## src/rtl/lin_interp_up_pkg.sv

```systemverilog
// Shared constants for the linear-interpolating upsampler: default widths,
// mode encodings and a segment-length helper.
package lin_interp_up_pkg;

  localparam int unsigned DW_DEF = 8;
  localparam int unsigned MW_DEF = 2;
  localparam int unsigned KW_DEF = (1 << MW_DEF) - 1;
  localparam int unsigned PW_DEF = DW_DEF + 1 + MW_DEF + 1;

  localparam logic [MW_DEF-1:0] MODE_L1 = 2'd0;
  localparam logic [MW_DEF-1:0] MODE_L2 = 2'd1;
  localparam logic [MW_DEF-1:0] MODE_L4 = 2'd2;
  localparam logic [MW_DEF-1:0] MODE_L8 = 2'd3;

  // Number of output points per input interval for a given mode.
  function automatic int unsigned seg_len(input int unsigned m);
    return 32'(1) << m;
  endfunction

endpackage

```

## src/rtl/lin_interp_up_pt.sv

```systemverilog
// Combinational point calculator: y = prev + floor((cur - prev) * k / 2^mode),
// computed with a signed product and an arithmetic shift.
module lin_interp_pt #(
  parameter int unsigned DW = 8,
  parameter int unsigned MW = 2,
  parameter int unsigned KW = 3
) (
  input  logic [DW-1:0] i_prev,
  input  logic [DW-1:0] i_cur,
  input  logic [KW-1:0] i_k,
  input  logic [MW-1:0] i_mode,
  output logic [DW-1:0] o_y
);

  localparam int unsigned PW = DW + 1 + KW;

  logic signed [DW:0]   w_d;
  logic signed [PW-1:0] w_d_ext;
  logic signed [PW-1:0] w_k_ext;
  logic signed [PW-1:0] w_p;
  logic signed [PW-1:0] w_sh;

  assign w_d     = $signed({1'b0, i_cur}) - $signed({1'b0, i_prev});
  assign w_d_ext = PW'(w_d);
  assign w_k_ext = $signed(PW'(i_k));
  assign w_p     = w_d_ext * w_k_ext;
  assign w_sh    = w_p >>> i_mode;

  // The point always lies between prev and cur, so DW-bit modular addition is exact.
  assign o_y = i_prev + DW'(w_sh);

endmodule

```

## src/rtl/lin_interp_up.sv

```systemverilog
// Linear-interpolating upsampler: primes on the first sample, then emits
// 2^mode points per input interval on a straight line between samples.
module lin_interp_up
  import lin_interp_up_pkg::*;
#(
  parameter int unsigned DW = DW_DEF,
  parameter int unsigned MW = MW_DEF
) (
  input  logic          clk,
  input  logic          rst_n,
  input  logic [MW-1:0] mode,
  input  logic [DW-1:0] din,
  input  logic          din_vld,
  output logic          din_rdy,
  output logic [DW-1:0] dout,
  output logic          dout_vld
);

  localparam int unsigned KW = (1 << MW) - 1;

  logic [DW-1:0] r_prev;
  logic [DW-1:0] r_cur;
  logic [KW-1:0] r_k;
  logic [MW-1:0] r_mode_q;
  logic          r_have_prev;
  logic          r_have_cur;
  logic [DW-1:0] r_dout;
  logic          r_dout_vld;

  logic [DW-1:0] w_prev_nxt;
  logic [DW-1:0] w_cur_nxt;
  logic [KW-1:0] w_k_nxt;
  logic [MW-1:0] w_mode_nxt;
  logic          w_have_prev_nxt;
  logic          w_have_cur_nxt;
  logic [DW-1:0] w_dout_nxt;
  logic          w_dout_vld_nxt;

  logic [KW-1:0] w_klast;
  logic          w_last;
  logic          w_xfer;
  logic [DW-1:0] w_y;

  lin_interp_pt #(
    .DW (DW),
    .MW (MW),
    .KW (KW)
  ) u_pt (
    .i_prev (r_prev),
    .i_cur  (r_cur),
    .i_k    (r_k),
    .i_mode (r_mode_q),
    .o_y    (w_y)
  );

  assign w_klast  = KW'((1 << r_mode_q) - 1);
  assign w_last   = (r_k == w_klast);
  assign din_rdy  = !r_have_cur || w_last;
  assign w_xfer   = din_vld && din_rdy;
  assign dout     = r_dout;
  assign dout_vld = r_dout_vld;

  // Next-state: segment stepping, back-to-back segment chaining and priming.
  always_comb begin
    w_prev_nxt      = r_prev;
    w_cur_nxt       = r_cur;
    w_k_nxt         = r_k;
    w_mode_nxt      = r_mode_q;
    w_have_prev_nxt = r_have_prev;
    w_have_cur_nxt  = r_have_cur;
    w_dout_nxt      = r_dout;
    w_dout_vld_nxt  = r_have_cur;

    if (r_have_cur) begin
      w_dout_nxt = w_y;
      if (w_last) begin
        w_prev_nxt = r_cur;
        w_k_nxt    = '0;
        if (w_xfer) begin
          w_cur_nxt  = din;
          w_mode_nxt = mode;
        end else begin
          w_have_cur_nxt = 1'b0;
        end
      end else begin
        w_k_nxt = r_k + KW'(1);
      end
    end else if (w_xfer) begin
      if (!r_have_prev) begin
        w_prev_nxt      = din;
        w_have_prev_nxt = 1'b1;
      end else begin
        w_cur_nxt      = din;
        w_have_cur_nxt = 1'b1;
        w_mode_nxt     = mode;
        w_k_nxt        = '0;
      end
    end
  end

  always_ff @(posedge clk or negedge rst_n) begin
    if (!rst_n) begin
      r_prev      <= '0;
      r_cur       <= '0;
      r_k         <= '0;
      r_mode_q    <= '0;
      r_have_prev <= 1'b0;
      r_have_cur  <= 1'b0;
      r_dout      <= '0;
      r_dout_vld  <= 1'b0;
    end else begin
      r_prev      <= w_prev_nxt;
      r_cur       <= w_cur_nxt;
      r_k         <= w_k_nxt;
      r_mode_q    <= w_mode_nxt;
      r_have_prev <= w_have_prev_nxt;
      r_have_cur  <= w_have_cur_nxt;
      r_dout      <= w_dout_nxt;
      r_dout_vld  <= w_dout_vld_nxt;
    end
  end

endmodule
```

## config.mk

```make
export PLATFORM = sky130hd
export DESIGN_NAME = lin_interp_up
export DESIGN_NICKNAME = d
export VERILOG_FILES = /design/src/rtl/lin_interp_up_pkg.sv /design/src/rtl/lin_interp_up_pt.sv /design/src/rtl/lin_interp_up.sv
export SDC_FILE = /design/constraint.sdc
export NUM_CORES = 1
export LEC_CHECK = 0
export ABC_CLOCK_PERIOD_IN_PS = 9750
export BUFFER_PORTS_ARGS = -buffer_cell sky130_fd_sc_hd__buf_4
export CAP_MARGIN = 20
export CORE_MARGIN = 2
export CORE_UTILIZATION = 35
export CTS_CLUSTER_DIAMETER = 50
export DETAILED_ROUTE_END_ITERATION = 8
export GPL_TIMING_DRIVEN = 1
export HOLD_SLACK_MARGIN = 0.08
export PLACE_DENSITY = 0.62
export SLEW_MARGIN = 25
export SYNTH_ARGS = -nofsm -noshare
export SYNTH_HDL_FRONTEND = slang
export SYNTH_SLANG_ARGS = --single-unit
```

## constraint.sdc

```tcl
create_clock -name clk -period 9.75 [get_ports clk]
set_input_delay 0 -clock clk [delete_from_list [all_inputs] [get_ports clk]]
set_output_delay 0 -clock clk [all_outputs]
set_load 0.1 [all_outputs]
```

Word-level counts from Yosys, hierarchy flattened
Index checks and enable logic that the tools add are counted.
{"block": "classes", "addsub": 4, "n_mul": 1, "eq_ne": 4, "n_shift": 2, "mux": 23, "bitwise": 1, "n_reduce_logical": 9}
{"op": "two-way mux 8 bit", "n": 9}
{"op": "multiplier 9 x 4 -> 12 bit", "n": 1}
{"op": "two-way mux 3 bit", "n": 4}
{"op": ">>> shifter 12 x 2 -> 8 bit", "n": 1}
{"op": "two-way mux 2 bit", "n": 5}
{"op": "subtractor 8 x 8 -> 9 bit", "n": 1}
{"op": "adder 8 bit", "n": 1}
{"op": "inequality test 2 x 1 -> 1 bit, second input constant", "n": 3}
{"op": "two-way mux 1 bit", "n": 5}
{"op": "AND reduction 2 bit", "n": 2}
{"op": "AND reduction 4 bit", "n": 1}
{"op": "nonzero test 2 bit", "n": 2}
{"op": "adder 3 x 1 -> 3 bit, second input constant", "n": 1}
{"op": "== test 3 bit", "n": 1}
{"op": "AND reduction 3 bit", "n": 1}
{"op": "left shift 1 x 2 -> 3 bit, first input constant", "n": 1}
{"op": "subtractor 3 x 2 -> 3 bit, second input constant", "n": 1}
{"op": "logical AND 1 bit", "n": 1}
{"op": "logical NOT 1 bit", "n": 1}
{"op": "logical OR 1 bit", "n": 1}
{"op": "NOT 1 bit", "n": 1}
{"block": "totals", "ff_bits": 32, "inputBits": 13, "out_inout_bits": 10, "elab_cells": 52}

Logic depth before layout (Yosys ltp)
{"block": "depth", "depth_word": 8, "ltp_mapped": 27, "ltp_nobuf": 27}

Modules after synthesis
From an unflattened synthesis, not the netlist that was laid out.
{"block": "hier_totals", "cells_unflattened": 319, "hier_area_um2": 3094.2}
{"mod": "lin_interp_pt", "n_inst": 1, "cells_per_inst": 226, "area_per_inst_um2": 1696.6}
{"mod": "lin_interp_up", "n_inst": 1, "cells_per_inst": 93, "area_per_inst_um2": 1397.6}

Worst setup path after synthesis
OpenSTA, ideal clock, no wires.
{"block": "synth_timing", "kind": "register to register", "from": "reg r_prev[1]", "to": "reg r_dout[7] (netlist: dout[7])", "setup_time_ns": 0.132, "t_arrival_ns": 5.559, "required_ns": 9.618, "path_slack_ns": 4.060, "stages_incl_launch_ff": 26, "n_path_buf": 0, "path_cell_list": "dfrtp_1 -> inv_1 -> ha_1 -> nor2b_1 -> o21ai_0 -> a21boi_0 -> o21ai_0 -> nand2_1 -> xor2_1 -> and2_1 -> ha_1 -> inv_1 -> fa_1 -> inv_1 -> ha_1 -> a21oi_2 -> nand2_1 -> or3_1 -> and2_1 -> mux4_1 -> ha_1 -> or3_1 -> o211ai_1 -> xnor2_1 -> a211oi_1 -> or3b_1"}
{"block": "synth_between", "elab_chain_len": 4}
{"element": "start, declared", "line_no": "lin_interp_up.sv:21", "source": "logic [DW-1:0] r_prev;"}
{"element": "start signal, assigned", "line_no": "lin_interp_up.sv:112", "source": "r_prev <= w_prev_nxt;"}
{"element": "subtractor 8 x 8 -> 9 bit", "line_no": "lin_interp_up_pt.sv:23", "source": "assign w_d = $signed({1'b0, i_cur}) - $signed({1'b0, i_prev});"}
{"element": "multiplier 9 x 4 -> 12 bit", "line_no": "lin_interp_up_pt.sv:26", "source": "assign w_p = w_d_ext * w_k_ext;"}
{"element": ">>> shifter 12 x 2 -> 8 bit", "line_no": "lin_interp_up_pt.sv:27", "source": "assign w_sh = w_p >>> i_mode;"}
{"element": "adder 8 bit *", "line_no": "lin_interp_up_pt.sv:30", "source": "assign o_y = i_prev + DW'(w_sh);"}
{"element": "end signal, assigned", "line_no": "lin_interp_up.sv:118", "source": "r_dout <= w_dout_nxt;"}
{"element": "end, declared", "line_no": "lin_interp_up.sv:27", "source": "logic [DW-1:0] r_dout;"}
Mark *: on every way between the ends. The rest lies on a longest branch, timed or not.
A chain may end at the register's enable or synchronous reset.

Final worst setup path
Ends and elaborated chain as after synthesis.

==> impl_metrics.env <==
export IMPL_core_rowCount=34
export IMPL_cts_root_buf="clkbuf_8"
export IMPL_die_x_um=97.44
export IMPL_path_class="flip-flop to flip-flop"
export IMPL_synth_ff_type="dfrtp_1"
export IMPL_drv_slew=0
export IMPL_ys_ff_latch=32
export IMPL_top_layer="met4"
export IMPL_crit_chain="inv_1 > ha_1 > nor2b_1 > o21ai_0 > a21boi_0 > o21ai_0 > a21oi_1 > nor3_1 > nor3b_1 > ha_1 > inv_1 > fa_1 > inv_1 > ha_1 > or3b_2 > o221ai_1 > or3_4 > mux4_1 > ha_1 > or3_1 > o211ai_1 > xnor2_1 > a211oi_1 > or3b_1"
export IMPL_worst_path_buf_inv=3
export IMPL_synthArstFlopShare_pct=100.0
export IMPL_avgViaCountPerCell=5.025
export IMPL_setup_violations=0
export IMPL_place_hpwl_mm=4.937
export IMPL_synth_edf_count=0
export IMPL_cts_buffers=5
export IMPL_grt_max_degree=33
export IMPL_cts_sinks=32
export IMPL_status="finished, final reports clean"
export IMPL_num_antenna_cells=0
export IMPL_ys_seq_area_share_pct=26.21
export IMPL_endpoint_kind="flip-flop"
export IMPL_grt_overflow_total=0
export IMPL_final_common_cell="inv_1"
export IMPL_numPortBuffers=22
export IMPL_mostFrequentLayoutCells="42 x inv_1, 34 x ha_1, 32 x dfrtp_1"
export IMPL_synth_area_leaders="dfrtp_1 26%, ha_1 14%, fa_1 6.6%"
export IMPL_cts_htree_levels=2
export IMPL_slowest_delay_ns=0.53
export IMPL_track_usage_pct=14.34
export IMPL_clk_latency_ns=0.29
export IMPL_areaGrowthSynthToFinish_pct=15.81
export IMPL_syn_nets=390
export IMPL_core_um2=8593
export IMPL_synth_top_cell_area_share_pct=26.21
export IMPL_grt_pass1_vias=2498
export IMPL_cts_tree="built"
export IMPL_clkTransAtPathRegs_ns=0.07
export IMPL_cap_violations=0
export IMPL_vias=2382
export IMPL_hold_violations=0
export IMPL_max_freq_mhz=163.0
export IMPL_dr_wl_met3_um=161
export IMPL_slowest_stage="fa_1"
export IMPL_r2r_setup_slack_ns=3.62
export IMPL_antenna_found_initial=0
export IMPL_start_util_pct=35.56
export IMPL_setup_tns_ns=0
export IMPL_grt_pass1_wl_mm=11.23
export IMPL_drc=0
export IMPL_synth_largest_area_cell="dfrtp_1"
export IMPL_wl_met2_mm=3.082
export IMPL_die_y_um=97.44
export IMPL_dieArea_um2=9494
export IMPL_drt_iter0_drc=45
export IMPL_syn_avg_cell_area_um2=9.175
export IMPL_startpoint_type="flip-flop"
export IMPL_cp_max_fo=7
export IMPL_cts_resized=0
export IMPL_pin_count=23
export IMPL_min_period_ns=6.134
export IMPL_max_slew_worst_pin_slew_ns=0.9393
export IMPL_cts_max_path_buffers=2
export IMPL_rsz0062_at_grt="false"
export IMPL_synth_cells=333
export IMPL_path_delay_family="simple AND/OR/NAND/NOR gates"
export IMPL_clock_skew_ns=0.004005
export IMPL_synth_warnings=0
export IMPL_wl_per_cell_um=13.16
export IMPL_cp_required_ns=9.92
export IMPL_finalNetCount=422
export IMPL_firstDrtPassIters=6
export IMPL_ant_nets=0
export IMPL_cpMostUsedCell="ha_1"
export IMPL_drive_gt1_share_pct=15.03
export IMPL_arrival_ns=6.30
export IMPL_finalCritPeriodShare_pct=62.91
export IMPL_met1_length_mm=2.844
export IMPL_synth_distinct_cells=46
export IMPL_totalWireLength_mm=6.238
export IMPL_max_slew_margin_rel_pct=37.38
export IMPL_netlist_area_um2=3055
export IMPL_gp_congestion=0.7660
export IMPL_hold_path_class="input pin to async pin"
## worst register-to-register path, stage by stage (launching register included)
cell      delay, ns
dfrtp_1        0.42
inv_1          0.10
ha_1           0.30
nor2b_1        0.12
o21ai_0        0.18
a21boi_0       0.15
o21ai_0        0.26
a21oi_1        0.13
nor3_1         0.38
nor3b_1        0.11
ha_1           0.29
inv_1          0.05
fa_1           0.53
inv_1          0.04
ha_1           0.36
or3b_2         0.22
o221ai_1       0.11
or3_4          0.36
mux4_1         0.52
ha_1           0.34
or3_1          0.35
o211ai_1       0.10
xnor2_1        0.16
a211oi_1       0.07
or3b_1         0.36
## final cells by class
cell class              count  area, um2
flip-flops and latches     32      800.8
well taps                 108      135.1
inverters                  42      157.7
clock buffers               7      86.33
repair buffers             35      292.8
fillers                   859       5055
multi-input cells         249       2058
clock inverters             1      7.507
## cells by family (layout without fill, tap and decap cells)
logic type / after synthesis / count (layout) / share of synthesized area (%)
multiplexers: 31 / 31 / 12.33
AND/OR/NAND/NOR: 90 / 90 / 15.52
buffers and inverters: 52 / 85 / 6.429
XOR/XNOR: 19 / 19 / 5.897
AO/OA/AOI/OAI: 65 / 65 / 13.15
flip-flops: 32 / 32 / 26.21
adder cells (fa/ha/maj): 44 / 44 / 20.48
## stage by stage
stage | hold slack, ns | cell area [um2] | std cells | utilization, % | setup WS [ns]
after global placement | -0.04029 | 3324 | 454 | 38.69 | 3.737
after floorplan | -0.2956 | 3055 | 333 | - | 4.060
after detailed placement | -0.03253 | 3324 | 454 | 38.69 | 3.616
after global routing | 0.2301 | 3538 | 474 | 41.18 | 3.112
final | 0.1892 | 3538 | 474 | 41.18 | 3.616
after CTS | 0.1972 | 3538 | 474 | 41.18 | 3.588
## worst paths after layout
kind | startpoint | to | cells after the start
worst max-delay path | r_prev[1] | dout[7] | 24
worst min-delay path | rst_n | dout[2] | 2
worst max register to register | r_prev[1] | dout[7] | 24
worst min register to register | dout[5] | dout[5] | 2
max in group asynchronous | rst_n | r_prev[7] | 2
min in group clk | din[1] | r_cur[1] | 3
## cells in the mapped netlist (3+ instances only)
library cell	number
o21a_1	3
fa_1	10
nor2_1	21
xnor2_1	12
xor2_1	6
o211ai_1	3
mux2i_1	11
nor2b_1	6
clkbuf_1	5
nand2b_1	4
buf_1	4
a21oi_1	23
a211oi_1	4
nor3_1	5
and2_1	16
nor3b_1	4
o21ai_0	16
mux2_2	17
nand2_1	20
dfrtp_1	32
inv_1	42
a21o_1	5
nand3_1	3
ha_1	34
## metal layers
layer	vias up	track usage (%)
li1	1204	-
met1	1135	17.16
met2	34	25.78
met3	9	2.230
met4	0	5.449
met5	-	0
## state kept, by name (all words and copies together) (netlist names)
name,flops
dout,8
r_cur,8
r_prev,8
r_k,3
r_mode_q,2
dout_vld,1
r_have_cur,1
r_have_prev,1
## timing repair
item | 4_1_cts | 5_1_grt
hold buffers | 12 | 0
endpoints found under the hold margin | 53 | 0
buffers inserted | 0 | 0
Power is left out: the tool's default activity adds up to more than one toggle a clock period on the data nets, which glitch-free logic cannot reach.
